[src/rtl/mem_wb_skid_reg_pkg.sv]
// Shared definitions for the MEM->WB skid register: the occupancy state and the payload
// layout. The payload is packed as {WB_en, Mem_R_en, ALU_result, Mem_read_value, Dest}.
package mem_wb_skid_reg_pkg;

  typedef enum logic [1:0] {
    ST_EMPTY = 2'd0,
    ST_ONE   = 2'd1,
    ST_FULL  = 2'd2
  } skid_state_e;

  localparam int OFF_DEST = 0;

  function automatic int pld_width(input int bn, input int db);
    return 2 * bn + db + 2;
  endfunction

  function automatic int off_mrv(input int db);
    return db;
  endfunction

  function automatic int off_alu(input int bn, input int db);
    return db + bn;
  endfunction

  function automatic int off_mre(input int bn, input int db);
    return db + 2 * bn;
  endfunction

  function automatic int off_wbe(input int bn, input int db);
    return db + 2 * bn + 1;
  endfunction

endpackage

[src/rtl/mem_wb_skid_reg_register.sv]
// Plain pipeline register with synchronous clear; freeze=1 holds the current contents.
module mem_wb_skid_reg_register #(
  parameter int BIT_NUMBER = 32
) (
  input  logic                  clk,
  input  logic                  rst,
  input  logic                  freeze,
  input  logic [BIT_NUMBER-1:0] d_i,
  output logic [BIT_NUMBER-1:0] q_o
);

  logic [BIT_NUMBER-1:0] q_q;

  always_ff @(posedge clk) begin
    if (rst) begin
      q_q <= '0;
    end else if (!freeze) begin
      q_q <= d_i;
    end
  end

  assign q_o = q_q;

endmodule

[src/rtl/mem_wb_skid_reg.sv]
// MEM->WB pipeline register with valid/ready handshake and a 2-entry skid buffer.
// in_ready comes from a register, so WB back-pressure never reaches MEM combinationally.
module mem_wb_skid_reg
  import mem_wb_skid_reg_pkg::*;
#(
  parameter int BIT_NUMBER  = 32,
  parameter int DEST_BITS   = 4,
  parameter bit RESET_READY = 1'b1
) (
  input  logic                  clk,
  input  logic                  rst,
  input  logic                  flush,
  input  logic                  freeze,
  input  logic                  in_valid,
  output logic                  in_ready,
  input  logic                  WB_en_in,
  input  logic                  Mem_R_en_in,
  input  logic [BIT_NUMBER-1:0] ALU_result_in,
  input  logic [BIT_NUMBER-1:0] Mem_read_value_in,
  input  logic [DEST_BITS-1:0]  Dest_in,
  output logic                  out_valid,
  input  logic                  out_ready,
  output logic                  WB_en,
  output logic                  Mem_R_en,
  output logic [BIT_NUMBER-1:0] ALU_result,
  output logic [BIT_NUMBER-1:0] Mem_read_value,
  output logic [DEST_BITS-1:0]  Dest,
  output logic [BIT_NUMBER-1:0] WB_value
);

  localparam int PW      = pld_width(BIT_NUMBER, DEST_BITS);
  localparam int OFF_MRV = off_mrv(DEST_BITS);
  localparam int OFF_ALU = off_alu(BIT_NUMBER, DEST_BITS);
  localparam int OFF_MRE = off_mre(BIT_NUMBER, DEST_BITS);
  localparam int OFF_WBE = off_wbe(BIT_NUMBER, DEST_BITS);

  skid_state_e   state_q, state_d;
  logic          rdy_q, rdy_d;
  logic          main_en, skid_en, main_from_skid;
  logic          accept, consume;
  logic [PW-1:0] in_pld, main_d, main_q, skid_q;

  assign in_pld = {WB_en_in, Mem_R_en_in, ALU_result_in, Mem_read_value_in, Dest_in};

  assign in_ready  = rdy_q & ~freeze;
  assign out_valid = (state_q != ST_EMPTY);
  assign accept    = in_valid & in_ready;
  assign consume   = out_valid & out_ready & ~freeze;

  always_ff @(posedge clk) begin
    if (rst) begin
      state_q <= ST_EMPTY;
      rdy_q   <= RESET_READY;
    end else begin
      state_q <= state_d;
      rdy_q   <= rdy_d;
    end
  end

  // Flush wins over freeze and accept; the slot payloads are left stale since out_valid masks them.
  always_comb begin
    state_d        = state_q;
    rdy_d          = rdy_q;
    main_en        = 1'b0;
    skid_en        = 1'b0;
    main_from_skid = 1'b0;
    if (flush) begin
      state_d = ST_EMPTY;
      rdy_d   = 1'b1;
    end else if (!freeze) begin
      unique case (state_q)
        ST_EMPTY: begin
          if (accept) begin
            main_en = 1'b1;
            state_d = ST_ONE;
          end
        end
        ST_ONE: begin
          if (accept && consume) begin
            main_en = 1'b1;
          end else if (accept) begin
            skid_en = 1'b1;
            state_d = ST_FULL;
          end else if (consume) begin
            state_d = ST_EMPTY;
          end
        end
        ST_FULL: begin
          if (consume) begin
            main_en        = 1'b1;
            main_from_skid = 1'b1;
            state_d        = ST_ONE;
          end
        end
        default: state_d = ST_EMPTY;
      endcase
      rdy_d = (state_d != ST_FULL);
    end
  end

  assign main_d = main_from_skid ? skid_q : in_pld;

  mem_wb_skid_reg_register #(.BIT_NUMBER(PW)) u_main (
    .clk    (clk),
    .rst    (rst),
    .freeze (~main_en),
    .d_i    (main_d),
    .q_o    (main_q)
  );

  mem_wb_skid_reg_register #(.BIT_NUMBER(PW)) u_skid (
    .clk    (clk),
    .rst    (rst),
    .freeze (~skid_en),
    .d_i    (in_pld),
    .q_o    (skid_q)
  );

  assign WB_en          = main_q[OFF_WBE] & out_valid;
  assign Mem_R_en       = main_q[OFF_MRE];
  assign ALU_result     = main_q[OFF_ALU +: BIT_NUMBER];
  assign Mem_read_value = main_q[OFF_MRV +: BIT_NUMBER];
  assign Dest           = main_q[OFF_DEST +: DEST_BITS];
  assign WB_value       = Mem_R_en ? Mem_read_value : ALU_result;

endmodule

[config.mk]
export PLATFORM = sky130hd
export DESIGN_NAME = mem_wb_skid_reg
export DESIGN_NICKNAME = d
export VERILOG_FILES = /design/src/rtl/mem_wb_skid_reg_pkg.sv /design/src/rtl/mem_wb_skid_reg_register.sv /design/src/rtl/mem_wb_skid_reg.sv
export SDC_FILE = /design/constraint.sdc
export NUM_CORES = 1
export LEC_CHECK = 0
export CAP_MARGIN = 10
export CORE_MARGIN = 4
export CORE_UTILIZATION = 52
export DETAILED_ROUTE_END_ITERATION = 12
export PLACE_DENSITY = 0.91
export SLEW_MARGIN = 15
export SYNTH_ARGS = -nofsm -noshare
export SYNTH_HDL_FRONTEND = slang
export SYNTH_SLANG_ARGS = --single-unit
export TNS_END_PERCENT = 100
[constraint.sdc]
create_clock -name clk -period 4.4 [get_ports clk]
set_input_delay 0.66 -clock clk [delete_from_list [all_inputs] [get_ports clk]]
set_output_delay 0.66 -clock clk [all_outputs]
set_load 0.1 [all_outputs]
### Yosys cells after proc, flatten, opt, wreduce, memory -nomap -nowiden

Cells that the tools add are included.
Widths: inputs -> output; s select.

* register bits: 143
* output and inout bits: 104
* word-level logic and storage cells: 40

* equality and inequality tests: 3
* muxes and demuxes: 23
* bitwise logic cells: 6
* reduce and logical (&&, ||, !) cells: 4

Operators by type and width (count)
* $mux 70: 1
* $mux 32: 1
* $mux 2: 7
* $mux 1: 12
* $pmux 2 s3: 1
* $and 1x1->1: 5
* $pmux 1 s3: 1
* $eq 2x1->1 const B: 1
* $eq 2x2->1 const B: 1
* $logic_not 2->1: 1
* $ne 2x2->1 const B: 1
* $reduce_bool 2->1: 1
* $reduce_or 2->1: 1
* $logic_and 1x1->1: 1
* $not 1->1: 1

### Logic depth before layout (Yosys ltp)

* depth after elaboration: 10
* mapped depth: 8
* mapped depth without buffers: 4

### Modules after synthesis

A second synthesis with hierarchy kept.

* cells, all modules: 594
* area, all modules: 6791.5 um^2

By module, submodules not included
* mem_wb_skid_reg_register: times used 2, cells each 226, area each 2512.4 um^2
* mem_wb_skid_reg: times used 1, cells each 142, area each 1766.7 um^2

### Least setup slack after synthesis

Ideal clock, no wire load.

* kind: reg-to-output
* start: register u_main.q_q[68] (netlist: u_main.q_o[68])
* end: output WB_value[10]
* arrival time: 2154 ps
* slack: 1586 ps
* stages on the path, launching flop included: 4
* cell sequence: dfxtp_1 clkbuf_1 clkbuf_1 mux2_2

* cells in the longest elaborated chain, start to end: 1

Ends and longest elaborated chain
* from (decl): RTL line mem_wb_skid_reg_register.sv:12 `logic [BIT_NUMBER-1:0] q_q;`
* from (signal assigned): RTL line mem_wb_skid_reg_register.sv:18 `q_q <= d_i;`
* $mux 32: RTL line mem_wb_skid_reg.sv:124 `assign WB_value = Mem_R_en ? Mem_read_value : ALU_result;`
* to (decl): RTL line mem_wb_skid_reg.sv:28 `output logic [BIT_NUMBER-1:0] WB_value`

Every way passes these cells.

### Final worst setup path

* start: register u_main.q_q[68] (netlist: u_main.q_o[68])
* end: output WB_value[15]

The elaborated chain is that of the path after synthesis.

==> results_dict.tcl <==
set metrics [dict create \
    outcome "finished, final reports clean" \
    cts.clk_slew.worst_paths_ns 0.05 \
    grt_first_pass_wirelength_um 28800 \
    post_drt_via_cell_ratio 5.77 \
    dpl_cell_area_mm2 0.00772 \
    required_ns 3.74 \
    cts_resized 0 \
    core-area_mm2 0.0122 \
    synth_cells 794 \
    synth_largest_area_cell "dfxtp_1" \
    r2r_end "u_main.q_o[4]" \
    min_from "u_skid.q_o[40]" \
    root_buffer "clkbuf_16" \
    p_per_area_mw_per_mm2 403 \
    peakVddDrop_uv 231 \
    htree_levels 4 \
    cts_tree "done" \
    dr.max_layer_used "met4" \
    cap_violations 0 \
    period_needed_ns 3.46 \
    ys_types 26 \
    fin_nets 936 \
    postSynth.asyncResetShare 0 \
    ys_seq_area_frac 0.434 \
    avgSynthCellArea_um2 8.30 \
    max_freq_ghz 0.289 \
    drc_errors 0 \
    critical_path.startpoint_type "register" \
    routedWlPerCell_um 17.6 \
    die_h_um 121 \
    start_util 0.540 \
    whs_endpoint "u_skid.q_o[40]" \
    fillCellCount 997 \
    reg2reg_from "state_q[1]" \
    met2_wirelength_um 9170 \
    fin_crit_sh 0.786 \
    io_pins 180 \
    rr_worst_depth 6 \
    postRouteAntennaNets 0 \
    crit_arrival_ns 2.80 \
    synthTopCellsByArea "dfxtp_1, a21oi_1, buf_4" \
    grt_overflow 0 \
    worstPathCellList "mux2_2 > clkdlybuf4s50_1" \
    wl_met1_um 7440 \
    path_class "register to output pin" \
    syn_area_mm2 0.00659 \
    worst_setup_path_end_kind "output pin" \
    ys_ff_latch 143 \
    cts_buffer_depth 2 \
    hold_path_depth 2 \
    insertion_delay_ns 0.41 \
    ys_warn_count 0 \
    portBuffers 179 \
    p_leak_nw 2.78 \
    synth.net_count 870 \
    drt_wl_total_um 18300 \
    crit_cells 2 \
    track_usage 0.247 \
    reg2reg_slack_ns 2.24 \
    power_mw 3.32 \
    timing_worst_slew_pin_value_ns 1.17 \
    rows 40 \
    area_growth_pct 24.9 \
    dr_wl_met3_um 1330 \
    gp_congestion 0.836 \
    dieArea_mm2 0.0145 \
    grt_setup_unrepaired "no" \
    path_delay_family "buffers and inverters" \
    yosysTopAreaCellShare 0.434 \
    path_buf_inv 1 \
    stdcell_area_mm2 0.00824 \
    fin_skew_ns 0.00535 \
    cts_sinks 143 \
    drive_gt1_frac 0.0829 \
    cts-buffers-inserted 17 \
    setup_viol 0 \
    hpwl_um 11500 \
    finalMaxSlewViolations 0 \
    first_pass_iters 5 \
    synth-edff-count 0 \
    antenna_found_initial 1 \
    cts_hold_buf 0 \
    drtIter0Drc 604 \
    postCtsSetupBuffers 0 \
    vias 5992 \
    die_w_um 121 \
    crit_fanout 34 \
    worstHoldPathType "register to register" \
    cpMaxStageDelayCell "clkdlybuf4s50_1" \
    grt_max_degree 115 \
    final_hold_viol_count 0 \
    max_slew_margin 0.220 \
    cpPeakStageDelay_ns 1.14 \
    setup-tns-final_ns 0 \
    grt_pass1_vias 5769 \
    ys.flop_type "dfxtp_1" \
]
registers in the layout (all words and copies together) (netlist names):
register,flops
u_main.q_o,70
rdy_q,1
state_q,2
u_skid.q_o,70
routing by layer:
metal	GRT usage	up-vias
li1	-	2866
met1	0.298	2836
met2	0.418	260
met3	0.0655	30
met4	0.0970	0
met5	0	-
cell type report:
cell class,instances,area [um2],share of cell area
Clock inverter,2,35.0,0.00425
Sequential cell,143,2860,0.348
Multi-Input combinational cell,511,2810,0.341
Tap cell,168,210,0.0255
Antenna cell,1,2.50,0.000304
Clock buffer,26,469,0.0570
Timing Repair Buffer,187,1850,0.224
through the flow:
stage          worst slack (ns)  hold WS (ns)  utilization  instances
6_report                  0.941         0.449        0.674       1038
5_1_grt                   0.862         0.464        0.674       1038
4_1_cts                   0.916         0.451        0.674       1037
3_5_place_dp               1.36         0.444        0.633       1009
3_3_place_gp               1.43         0.438        0.633       1009
2_1_floorplan              1.59         0.432            -        794
synthesized netlist by cell type (3+ instances only):
cell / n
nor4_1: 26
nand3b_1: 3
nand2_1: 145
buf_2: 14
buf_4: 75
a21oi_1: 115
a211oi_1: 46
mux2_2: 32
buf_6: 15
clkbuf_1: 36
o22ai_1: 70
o21ai_0: 3
dfxtp_1: 143
nor2_1: 56
worst register-to-register path, cell delays in order (launching register included):
cell	delay (ns)
dfxtp_1	0.49
nand3b_1	0.13
buf_4	0.32
a21bo_2	0.29
buf_4	0.38
a21oi_1	0.17
a211oi_1	0.28
how the worst max path moves through the flow:
stage / from / endpoint / slack [ns]
3_5_place_dp: u_main.q_o[68] / WB_value[15] / 1.36
2_1_floorplan: u_main.q_o[68] / WB_value[10] / 1.59
3_3_place_gp: u_main.q_o[68] / WB_value[14] / 1.43
4_1_cts: u_main.q_o[68] / WB_value[15] / 0.92
5_1_grt: u_main.q_o[68] / WB_value[6] / 0.86
6_report: u_main.q_o[68] / WB_value[15] / 0.94
power breakdown:
part	internal [mW]	total [mW]	leakage [nW]	switching [mW]
logic	0.200	0.683	1.37	0.483
registers	1.33	1.37	1.16	0.0385
clock network	0.778	1.27	0.244	0.488
cells in the final DEF (no fill, tap or decap), types with 2 or more instances in the layout:
cell and n:
nand2_1 144, nor4_1 26, a211oi_1 46, a21oi_1 115, nor2_1 55, buf_4 10, or2_2 2, mux2_2 32
nand3b_1 3, dfxtp_1 142, clkdlybuf4s50_1 177, clkbuf_16 17, nand2b_1 2, nor2b_1 2, o22ai_1 70, clkbuf_1 8
o21ai_0 3
cells by family after synthesis:
kind of cell	Yosys count	share of synthesized area
and+or+nand+nor	243	0.158
DFF	143	0.434
buffers and inverters	140	0.142
AOI/OAI and AO/OA	236	0.211
muxes	32	0.0547
Power figures use the tool's default switching activity.
